--- config.mk ---
export PLATFORM = sky130hd
export DESIGN_NAME = proc_sequencer
export DESIGN_NICKNAME = d
export VERILOG_FILES = /design/src/rtl/proc_seq_pkg.sv /design/src/rtl/seq_watchdog.sv /design/src/rtl/proc_sequencer.sv
export SDC_FILE = /design/constraint.sdc
export NUM_CORES = 1
export LEC_CHECK = 0
export BUFFER_PORTS_ARGS = -buffer_cell sky130_fd_sc_hd__buf_4
export CAP_MARGIN = 25
export CORE_MARGIN = 10
export CORE_UTILIZATION = 25
export CTS_BUF_LIST = sky130_fd_sc_hd__clkbuf_8
export CTS_CLUSTER_DIAMETER = 100
export CTS_CLUSTER_SIZE = 28
export DETAILED_ROUTE_END_ITERATION = 10
export GPL_ROUTABILITY_DRIVEN = 0
export MAX_ROUTING_LAYER = met4
export SETUP_SLACK_MARGIN = 0.2
export SYNTH_ARGS = -nofsm -noshare
export SYNTH_HDL_FRONTEND = slang
export SYNTH_SLANG_ARGS = --single-unit
--- constraint.sdc ---
create_clock -name clk -period 2.6 [get_ports clk]
set_input_delay 0.13 -clock clk [delete_from_list [all_inputs] [get_ports clk]]
set_output_delay 0.13 -clock clk [all_outputs]
set_load 0.02 [all_outputs]
--- src/rtl/proc_seq_pkg.sv ---
// proc_seq_pkg: shared definitions for the program sequencer.
//   - opcode field position and opcode constants
//   - sequencer state encoding
//   - opcode extraction helper
package proc_seq_pkg;

    localparam int OPC_HI = 15;
    localparam int OPC_LO = 13;

    localparam logic [2:0] OP_MV   = 3'b000;
    localparam logic [2:0] OP_MVI  = 3'b001;
    localparam logic [2:0] OP_ADD  = 3'b010;
    localparam logic [2:0] OP_SUB  = 3'b011;
    localparam logic [2:0] OP_HALT = 3'b111;

    typedef enum logic [2:0] {
        IDLE     = 3'd0,
        FETCH    = 3'd1,
        FWAIT    = 3'd2,
        IMM_RD   = 3'd3,
        IMM_WAIT = 3'd4,
        ISSUE    = 3'd5,
        EXEC     = 3'd6,
        FINISH   = 3'd7
    } seq_state_e;

    function automatic logic [2:0] opcode_of(input logic [15:0] w);
        return w[OPC_HI:OPC_LO];
    endfunction

endpackage

--- src/rtl/seq_watchdog.sv ---
// seq_watchdog: counts consecutive EXEC cycles without a core done.
//   clk       system clock
//   reset     synchronous active-high reset
//   clear_i   restart the count (asserted on the cycle before EXEC)
//   en_i      an EXEC cycle in which the core has not signalled done
//   expired_o high during the TIMEOUT-th such cycle
module seq_watchdog #(
    parameter int TIMEOUT = 16
) (
    input  logic clk,
    input  logic reset,
    input  logic clear_i,
    input  logic en_i,
    output logic expired_o
);
    localparam int CW = $clog2(TIMEOUT + 1);

    logic [CW-1:0] cnt_q;

    // Fires combinationally in the last allowed cycle so the sequencer
    // leaves EXEC exactly after TIMEOUT waiting cycles.
    assign expired_o = en_i && (cnt_q == CW'(TIMEOUT - 1));

    always_ff @(posedge clk) begin
        if (reset || clear_i) cnt_q <= '0;
        else if (en_i && !expired_o) cnt_q <= cnt_q + CW'(1);
    end

endmodule

--- src/rtl/proc_sequencer.sv ---
// proc_sequencer: fetches instruction words from a synchronous instruction
// memory and feeds them one at a time to the simple processor core.
//   clk, reset             clock, synchronous active-high reset
//   start/prog_base/len    begin a run of prog_len words at prog_base
//   imem_addr/rd/data      instruction memory port, 1-cycle read latency
//   din/run/proc_done      core interface (run is a one-cycle pulse)
//   busy/seq_done          status; seq_done pulses once per finished run
//   instr_count            instructions completed in the current/last run
//   error                  sticky watchdog timeout flag
// Build option: SEQ_WATCHDOG_EN adds an EXEC timeout; otherwise error is 0
// and EXEC waits forever for proc_done.
module proc_sequencer
    import proc_seq_pkg::*;
#(
    parameter int AW      = 8,
    parameter int DW      = 16,
    parameter int TIMEOUT = 16
) (
    input  logic          clk,
    input  logic          reset,
    input  logic          start,
    input  logic [AW-1:0] prog_base,
    input  logic [AW-1:0] prog_len,
    output logic [AW-1:0] imem_addr,
    output logic          imem_rd,
    input  logic [DW-1:0] imem_data,
    output logic [DW-1:0] din,
    output logic          run,
    input  logic          proc_done,
    output logic          busy,
    output logic          seq_done,
    output logic [AW-1:0] instr_count,
    output logic          error
);
    seq_state_e    state_q, state_d;
    logic [AW-1:0] pc_q, pc_d;
    logic [AW-1:0] end_q, end_d;
    logic [AW-1:0] cnt_q, cnt_d;
    logic [AW-1:0] addr_q;
    logic [DW-1:0] instr_q, instr_d;
    logic [DW-1:0] imm_q, imm_d;
    logic [DW-1:0] din_q, din_d;
    logic          err_q, err_d;
    logic          is_mvi;
    logic          wd_expired;

    assign is_mvi = (opcode_of(instr_q[15:0]) == OP_MVI);

`ifdef SEQ_WATCHDOG_EN
    seq_watchdog #(.TIMEOUT(TIMEOUT)) u_wd (
        .clk      (clk),
        .reset    (reset),
        .clear_i  (state_q == ISSUE),
        .en_i     ((state_q == EXEC) && !proc_done),
        .expired_o(wd_expired)
    );
`else
    assign wd_expired = 1'b0;
`endif

    // The address is only driven in the read states; elsewhere it holds.
    always_comb begin
        imem_addr = addr_q;
        if (state_q == FETCH)       imem_addr = pc_q;
        else if (state_q == IMM_RD) imem_addr = pc_q + AW'(1);
    end

    assign imem_rd     = (state_q == FETCH) || (state_q == IMM_RD);
    assign run         = (state_q == ISSUE);
    assign busy        = (state_q != IDLE);
    assign seq_done    = (state_q == FINISH);
    assign din         = din_q;
    assign instr_count = cnt_q;
    assign error       = err_q;

    always_comb begin
        state_d = state_q;
        pc_d    = pc_q;
        end_d   = end_q;
        cnt_d   = cnt_q;
        instr_d = instr_q;
        imm_d   = imm_q;
        din_d   = din_q;
        err_d   = err_q;
        case (state_q)
            IDLE: if (start) begin
                pc_d    = prog_base;
                end_d   = prog_base + prog_len;
                cnt_d   = '0;
                err_d   = 1'b0;
                state_d = (prog_len == '0) ? FINISH : FETCH;
            end
            FETCH: state_d = FWAIT;
            FWAIT: begin
                instr_d = imem_data;
                if (opcode_of(imem_data[15:0]) == OP_HALT) begin
                    state_d = FINISH;
                end else if (opcode_of(imem_data[15:0]) == OP_MVI) begin
                    // An mvi whose immediate lies past the program end is dropped.
                    state_d = (AW'(pc_q + AW'(1)) == end_q) ? FINISH : IMM_RD;
                end else begin
                    din_d   = imem_data;
                    state_d = ISSUE;
                end
            end
            IMM_RD: state_d = IMM_WAIT;
            IMM_WAIT: begin
                imm_d   = imem_data;
                din_d   = instr_q;
                state_d = ISSUE;
            end
            ISSUE: begin
                // The core takes the opcode word with run, then the operand.
                din_d   = is_mvi ? imm_q : instr_q;
                state_d = EXEC;
            end
            EXEC: begin
                if (proc_done) begin
                    pc_d    = pc_q + (is_mvi ? AW'(2) : AW'(1));
                    cnt_d   = cnt_q + AW'(1);
                    state_d = (pc_d == end_q) ? FINISH : FETCH;
                end else if (wd_expired) begin
                    err_d   = 1'b1;
                    state_d = FINISH;
                end
            end
            FINISH:  state_d = IDLE;
            default: state_d = IDLE;
        endcase
    end

    always_ff @(posedge clk) begin
        if (reset) begin
            state_q <= IDLE;
            pc_q    <= '0;
            end_q   <= '0;
            cnt_q   <= '0;
            addr_q  <= '0;
            instr_q <= '0;
            imm_q   <= '0;
            din_q   <= '0;
            err_q   <= 1'b0;
        end else begin
            state_q <= state_d;
            pc_q    <= pc_d;
            end_q   <= end_d;
            cnt_q   <= cnt_d;
            addr_q  <= imem_addr;
            instr_q <= instr_d;
            imm_q   <= imm_d;
            din_q   <= din_d;
            err_q   <= err_d;
        end
    end

endmodule

---- Yosys cells after proc, flatten, opt, wreduce, memory -nomap -nowiden ----
Cells that the tools add are included.
storage, ports and cells
  bits in registers ....................... 83
  bits of input ports ..................... 36
  logic and storage cells ................. 59
operators by class
  $add $sub $neg .......................... 4
  eq/ne operators ......................... 16
  mux-type cells .......................... 21
  reductions and logical operators ........ 10
operators by type and width
  operator                                                               count
  16-bit 2-to-1 mux                                                      3
  8-bit 2-to-1 mux                                                       6
  16-bit one-hot mux with 3 select lines                                 1
  8-bit one-hot mux with 2 select lines                                  2
  3-bit one-hot mux with 8 select lines                                  1
  3-bit 2-to-1 mux                                                       7
  8-bit by 1-bit adder with 8-bit output, second input constant          2
  8-bit equality test                                                    2
  3-bit equality test, second input constant                             5
  3-bit by 1-bit equality test with 1-bit output, second input constant  3
  8-bit by 2-bit adder with 8-bit output                                 1
  8-bit adder                                                            1
  8-bit zero test                                                        1
  2-bit != test, second input constant                                   4
  3-bit by 2-bit equality test with 1-bit output, second input constant  2
  3-bit AND reduction                                                    2
  3-bit nonzero test                                                     2
  2-bit AND reduction                                                    2
  3-bit zero test                                                        1
  2-bit 2-to-1 mux                                                       1
  2-bit nonzero test                                                     1
  1-bit logical OR                                                       1

---- Depth between registers and ports, before layout ----
Gate-level depths: netlist of the first run.
  depth after elaboration ................. 7
  gate-level depth with buffers ........... 10
  mapped depth without buffers ............ 9

---- Least setup slack after synthesis of the first run ----
OpenSTA, ideal clock, no wires.
  path type ............................... reg-to-reg
  from .................................... reg instr_q[15]
  to ...................................... reg state_q[2]
  setup time .............................. 0.079 ns
  data arrival time ....................... 2.185 ns
  setup slack ............................. 0.336 ns
  stages on the path, launching flop included .. 11
  path buffers ............................ 1
  clock period less this slack ............ 2.264 ns
  cell sequence ........................... dfxtp_1 -> nor3b_2 -> inv_1 -> ha_1 -> ha_1 -> or2_1 -> clkbuf_1 -> or3_1 -> o21ai_0 -> a31oi_1 -> o221ai_2
on the way
  cells in the longest elaborated chain, start to end .. 7
ends and longest elaborated chain
  what                                            RTL line               text
  start: declaration                              proc_sequencer.sv:40   logic [DW-1:0] instr_q, instr_d;
  start signal: assignment                        proc_sequencer.sv:149  instr_q <= instr_d;
  3-bit by 1-bit equality test with 1-bit output  proc_sequencer.sv:47   assign is_mvi = (opcode_of(instr_q[15:0]) == OP_MVI);
  2-bit 2-to-1 mux                                proc_sequencer.sv:119  pc_d = pc_q + (is_mvi ? AW'(2) : AW'(1));
  8-bit by 2-bit adder with 8-bit output          proc_sequencer.sv:119
  8-bit equality test                             proc_sequencer.sv:121  state_d = (pc_d == end_q) ? FINISH : FETCH;
  3-bit 2-to-1 mux                                proc_sequencer.sv:121
  3-bit 2-to-1 mux                                proc_sequencer.sv:118  if (proc_done) begin
  3-bit one-hot mux with 8 select lines           proc_sequencer.sv:85   case (state_q)
  end signal: assignment                          proc_sequencer.sv:144  state_q <= state_d;
  end: declaration                                proc_sequencer.sv:35   seq_state_e state_q, state_d;
Every way passes these cells. The select of a mux whose other input is x is not followed.
A chain may end at the register's enable or synchronous reset.

---- Final worst setup path of the first run ----
Ends and elaborated chain as after synthesis.

==> results of run 1 <==
timing repair:
action / in CTS / in global routing
resized for setup: 0 / 3
setup buffers: 0 / 0
hold endpoints to repair: 5 / 1
endpoints found under the setup margin: 0 / 2
hold buffers: 3 / 1
where the power goes:
part / internal [mW] / switching, mW
clock: 0.379 / 0.497
sequential: 1.36 / 0.0852
combinational: 0.329 / 0.449
total: 2.06 / 1.03
critical path, stage by stage (launching register included):
cell      delay (ns)
dfxtp_1         0.36
nor3b_2         0.22
inv_1           0.07
ha_1            0.23
ha_1            0.22
or2_4           0.29
or3_1           0.37
o21ai_0         0.09
a31oi_1         0.14
o221ai_2        0.17
stage by stage:
step           instances  cell area (um2)  hold WS, ns
3_3_place_gp         858             5298       0.4013
5_1_grt              878             5527     0.003692
3_5_place_dp         858             5298       0.4060
2_1_floorplan        581             4508       0.2660
4_1_cts              877             5512    0.0009109
6_report             878             5527      0.01470
cell families after synthesis:
logic type      count (synthesis)
compound gates                130
xor+xnor                       35
flops                          83
fa+ha+maj                      13
simple gates                  245
buf+inv                        52
mux                            22
other cells                     1
layout make-up:
class	instances	area share (%)
Clock inverter	6	0.8377
Clock buffer	10	2.490
Tap cell	229	5.185
Sequential cell	83	30.07
Timing Repair Buffer	95	13.09
Multi-Input combinational cell	446	47.72
Inverter	9	0.6113
Yosys cell counts, types with 2 or more instances:
| master | n |
|---|---|
| nand2_1 | 99 |
| buf_4 | 2 |
| clkbuf_1 | 36 |
| and4_1 | 2 |
| nand3_1 | 11 |
| o21ai_0 | 20 |
| o211ai_1 | 3 |
| xnor2_1 | 19 |
| nor4b_1 | 4 |
| ha_1 | 11 |
| a21o_1 | 3 |
| buf_2 | 2 |
| nor4_1 | 5 |
| inv_1 | 8 |
| and3_1 | 4 |
| a311oi_1 | 2 |
| dfxtp_1 | 83 |
| nand4_1 | 7 |
| nand3b_1 | 2 |
| buf_6 | 2 |
| nor3b_1 | 3 |
| a211oi_1 | 17 |
| nor2b_1 | 12 |
| xor2_1 | 16 |
| o2111ai_1 | 2 |
| nor3_1 | 10 |
| or3_1 | 3 |
| nand2b_1 | 7 |
| nor2_1 | 67 |
| mux2i_1 | 22 |
| a31oi_1 | 5 |
| and2_1 | 3 |
| a21oi_1 | 63 |
| a221oi_1 | 4 |
worst max path at each step:
stage / depth (start not counted) / endpoint / slack (ns)
after global routing: 9 / state_q[2] / 0.21
final: 9 / state_q[2] / 0.37
after floorplan: 10 / state_q[2] / 0.34
after CTS: 8 / state_q[2] / 0.26
after global placement: 8 / state_q[2] / 0.32
after detailed placement: 8 / state_q[2] / 0.27
flip-flops by register name, indices dropped and copies added, names as in the netlist:
register	cells
imm_q	16
addr_q	8
instr_count	8
instr_q	16
end_q	8
state_q	3
din	16
pc_q	8
layer usage:
| layer | wire length (um) | global-route usage, % | part of all wire [%] |
|---|---|---|---|
| met1 | 5896 | 13.35 | 46 |
| met2 | 6080 | 16.81 | 48 |
| met3 | 520 | 2.357 | 4.1 |
| met4 | 231 | 3.779 | 1.8 |
| met5 | 0 | - | 0 |
==> impl_metrics.json, run 1 <==
{
  "synth_nets": 629,
  "final_cell_mix": "99 x nand2_1, 91 x buf_4, 83 x dfxtp_1",
  "syn_inst": 581,
  "rows": 49,
  "synth_top_family_by_area": "simple AND/OR/NAND/NOR gates",
  "multi_input_area_mm2": 0.002638,
  "synth_area_leaders": "dfxtp_1 37%, nand2_1 8.2%, a21oi_1 7.0%",
  "syn2layout_area_growth_pct": 22.59,
  "io_buffers": 71,
  "crit_path_start_kind": "register",
  "avgSynthCellArea_um2": 7.759,
  "grt_max_degree": 54,
  "yosys.cell_types.count": 56,
  "r2r_slack_ns": 0.37,
  "ir_worst_vdd_mv": 0.1961,
  "grt_antenna_before_repair": 0,
  "vias": 4147,
  "drc": 0,
  "ys.flop_type": "dfxtp_1",
  "cts.sinks": 83,
  "leakage_nw": 2.085,
  "path_class": "register to register",
  "grt.overflow.total": 0,
  "cts.clk_slew.worst_paths_ns": 0.09,
  "min_period_ns": 2.233,
  "synth_compound_area_share_pct": 17.65,
  "total_power_mw": 3.096,
  "worstSetupEndpointType": "register",
  "relSlewSlack_pct": 52.74,
  "dr.pass1.iters": 4,
  "yosys.area.top_type": "dfxtp_1",
  "reg2reg_from": "instr_q[15]",
  "fmax_mhz": 447.7,
  "tightestPinTransition_ns": 0.7090,
  "die_y_um": 154.3,
  "fin_worst_skew_ns": 0.01129,
  "reg2reg_depth": 9,
  "period_share_pct": 85.90,
  "timing.final.ws_setup_ns": 0.3666,
  "p_per_area_mw_per_mm2": 560.2,
  "root_buffer": "clkbuf_8",
  "whs_path_depth": 3,
  "clock_path_buffers": 2,
  "cts_buffers": 9,
  "synth_adder_area_share_pct": 3.719,
  "reg2reg_to": "state_q[2]",
  "synthSimpleGateAreaFrac_pct": 25.12,
  "yosysTopAreaCellShare_pct": 36.86,
  "die_area_mm2": 0.02380,
  "dr.first_iter.drc_count": 235,
  "ioPinCount": 73,
  "grt_pass1_vias": 3910,
  "cp.required_ns": 2.89,
  "wire_per_inst_um": 14.50,
  "cts_tree": "yes",
  "nFillCells": 1925,
  "min_path_type": "input port to register",
  "drive_above_1_share_pct": 18.34,
  "final_common_cell": "nand2_1",
  "place_hpwl_mm": 9.532,
  "postRouteAntennaNets": 0,
  "pre_cts_ws_ns": 0.2717,
  "clk_latency_ns": 0.37,
  "crit_start": "instr_q[15]",
  "grt.total_usage_pct": 10.74,
  "setup_viol": 0,
  "core_area_mm2": 0.01784,
  "muxShareOfSynthArea_pct": 4.885,
  "yosysSeqAreaShare_pct": 36.86,
  "synthArstFlopShare_pct": 0,
  "die_w_um": 154.3,
  "tns_ns": 0,
  "min_from": "imem_data[3]",
  "grt_pass1_wl_mm": 20.49,
  "netlist_area_mm2": 0.004508,
  "timing.hold.worst_endpoint": "instr_q[3]",
  "status": "complete, no violations",
  "num-nets-final": 692,
  "final_util_pct": 30.98,
  "cts_htree_levels": 3,
  "rsz0062_at_grt": "false",
  "ys_ff_latch": 83,
  "drv_cap": 0,
  "slew_viol_final": 0,
  "diodes": 0,
  "vias_per_cell": 4.723,
  "synth_xor_area_share_pct": 6.800,
  "yosysWarnings": 0,
  "start_util_pct": 25.27,
  "synth_edf_count": 0,
  "crit_fanout": 8,
  "seq_area_mm2": 0.001662,
  "hold_viol": 0,
  "crit_arrival_ns": 2.53,
  "wl_mm": 12.73
}
Power figures use the tool's default switching activity.
==> inputs of run 2 (changes only) <==
CORE_UTILIZATION = 59   (was 25)
PLACE_DENSITY = 0.83   (was unset)
==> run 2 against run 1 <==
Compared with the run above:
- clock-buffer cell count is the same
- worst hold slack gained 0.010 ns
- register-to-register slack lost 0.06 ns
- clock skew shrank 0.0036 ns
- non-clock buffer count shrank 3
- via count grew 4.8%
- total power grew 6.2%
- global-route usage grew 10 points
- maximum frequency shrank 2.6%
- critical endpoint unchanged
- largest power group unchanged
==> impl_metrics.json, run 2 (synthesis gave the netlist of run 1 again) <==
{
  "final_common_cell": "nand2_1",
  "cts_htree_levels": 3,
  "clk_latency_ns": 0.36,
  "hold_viol": 0,
  "wire_per_inst_um": 15.93,
  "p_per_area_mw_per_mm2": 610.3,
  "die_w_um": 107.4,
  "min_path_type": "input port to register",
  "grt_antenna_before_repair": 0,
  "start_util_pct": 61.50,
  "postRouteAntennaNets": 0,
  "ir_worst_vdd_mv": 0.4290,
  "crit_path_end": "state_q[2]",
  "ioPinCount": 73,
  "critPathBufInv": 1,
  "rows": 31,
  "final_cell_mix": "99 x nand2_1, 91 x buf_4, 83 x dfxtp_1",
  "clock_path_buffers": 2,
  "crit_path_start_kind": "register",
  "fin_area_mm2": 0.005388,
  "drv_cap": 0,
  "dpl-instance-area_mm2": 0.005146,
  "relSlewSlack_pct": 58.08,
  "num-nets-final": 689,
  "cp_cell_sequence": "nor3b_2 > inv_1 > ha_1 > ha_1 > or2_4 > or3_1 > o21ai_0 > a31oi_1 > o221ai_2",
  "grt.overflow.total": 0,
  "max_stage_delay_ns": 0.37,
  "wl_mm": 11.87,
  "fmax_mhz": 436.2,
  "pre_cts_ws_ns": 0.2969,
  "status": "complete, no violations",
  "path_delay_family": "simple AND/OR/NAND/NOR gates",
  "place_hpwl_mm": 8.630,
  "cp_slowest_cell": "dfxtp_1",
  "crit_start": "instr_q[15]",
  "min_period_ns": 2.292,
  "crit_top_cell": "ha_1",
  "fin_worst_skew_ns": 0.007666,
  "setup_viol": 0,
  "worstSetupEndpointType": "register",
  "grt.total_usage_pct": 20.96,
  "tightestPinTransition_ns": 0.6265,
  "dp.cells": 729,
  "grt_pass1_wl_mm": 19.69,
  "cp.required_ns": 2.88,
  "dr.first_iter.drc_count": 347,
  "reg2reg_to": "state_q[2]",
  "period_share_pct": 88.17,
  "diodes": 0,
  "path_class": "register to register",
  "worst_hold_slack_ns": 0.02508,
  "drive_above_1_share_pct": 18.58,
  "crit_fanout": 8,
  "instances_no_fill": 745,
  "io_buffers": 71,
  "vias_per_cell": 5.836,
  "core_area_mm2": 0.007331,
  "syn2layout_area_growth_pct": 19.51,
  "r2r_slack_ns": 0.31,
  "tns_ns": 0,
  "dr.pass1.iters": 5,
  "cts.clk_slew.worst_paths_ns": 0.09,
  "cts.sinks": 83,
  "reg2reg_depth": 9,
  "timing.final.ws_setup_ns": 0.3077,
  "vias": 4348,
  "reg2reg_from": "instr_q[15]",
  "drc": 0,
  "die_y_um": 107.4,
  "leakage_nw": 2.098,
  "rsz0062_at_grt": "false",
  "slew_viol_final": 0,
  "cts_buffers": 9,
  "root_buffer": "clkbuf_8",
  "cp_num_cells": 9,
  "die_area_mm2": 0.01154,
  "grt_max_degree": 46,
  "grt_pass1_vias": 4190,
  "cts_tree": "yes",
  "crit_arrival_ns": 2.57
}
## run 2: changes by cell type in the layout (fill, tap and decap cells not counted), sizes merged
cell and change:
dlygate4sd3 -4, clkinvlp -1, inv +1, buf +1
clkinv -2, bufinv +2
## run 2: final cells by class
| cell class | count | area, um2 |
|---|---|---|
| Multi-Input combinational cell | 446 | 2643 |
| Fill cell | 586 | 1943 |
| Sequential cell | 83 | 1662 |
| Timing Repair Buffer | 92 | 694.4 |
| Clock buffer | 10 | 137.6 |
| Tap cell | 99 | 123.9 |
| Clock inverter | 6 | 93.84 |
| Inverter | 9 | 33.78 |
## run 2: repair_timing
item,in CTS,in global routing
hold buffers,0,0
setup endpoints to repair,0,2
resized for setup,0,3
setup buffers,0,0
## run 2: how the worst min path moves through the flow
stage	from	endpoint	slack (ns)	cells past startpoint
finish	imem_data[0]	imm_q[0]	0.03	3
floorplan	imem_data[13]	imm_q[13]	0.27	2
detailed placement	imem_data[0]	imm_q[0]	0.40	3
global route	imem_data[6]	imm_q[6]	0.02	3
CTS	imem_data[0]	imm_q[0]	0.006	3
global placement	imem_data[2]	imm_q[2]	0.40	3
## run 2: worst register-to-register path, cell delays in order, from the launching register on
cell and delay [ns]:
dfxtp_1 0.37, nor3b_2 0.23, inv_1 0.07, ha_1 0.23
ha_1 0.23, or2_4 0.30, or3_1 0.37, o21ai_0 0.08
a31oi_1 0.15, o221ai_2 0.19
## run 2: power by group
| part | internal, mW | leakage (nW) | switching [mW] | total, mW |
|---|---|---|---|---|
| Combinational | 0.325 | 1.31 | 0.445 | 0.770 |
| Clock | 0.577 | 0.114 | 0.494 | 1.07 |
| Sequential | 1.36 | 0.675 | 0.0910 | 1.45 |
| Total | 2.26 | 2.10 | 1.03 | 3.29 |
## run 2: routing by layer
metal,GRT usage (%),vias up,routed length [um],share of wire [%]
li1,-,2126,-,-
met1,27.30,2033,5403,46
met2,31.11,166,5412,46
met3,4.970,23,882,7.4
met4,7.156,0,172,1.4
met5,-,-,0,0
## run 2: per-stage QoR
| step | util (%) | power [mW] |
|---|---|---|
| 6_report | 73.49 | 3.288 |
| 5_1_grt | 73.49 | 3.449 |
| 4_1_cts | 73.36 | 3.300 |
| 3_5_place_dp | 70.20 | 2.233 |
| 3_3_place_gp | 70.05 | 2.201 |
| 2_1_floorplan | - | 1.971 |
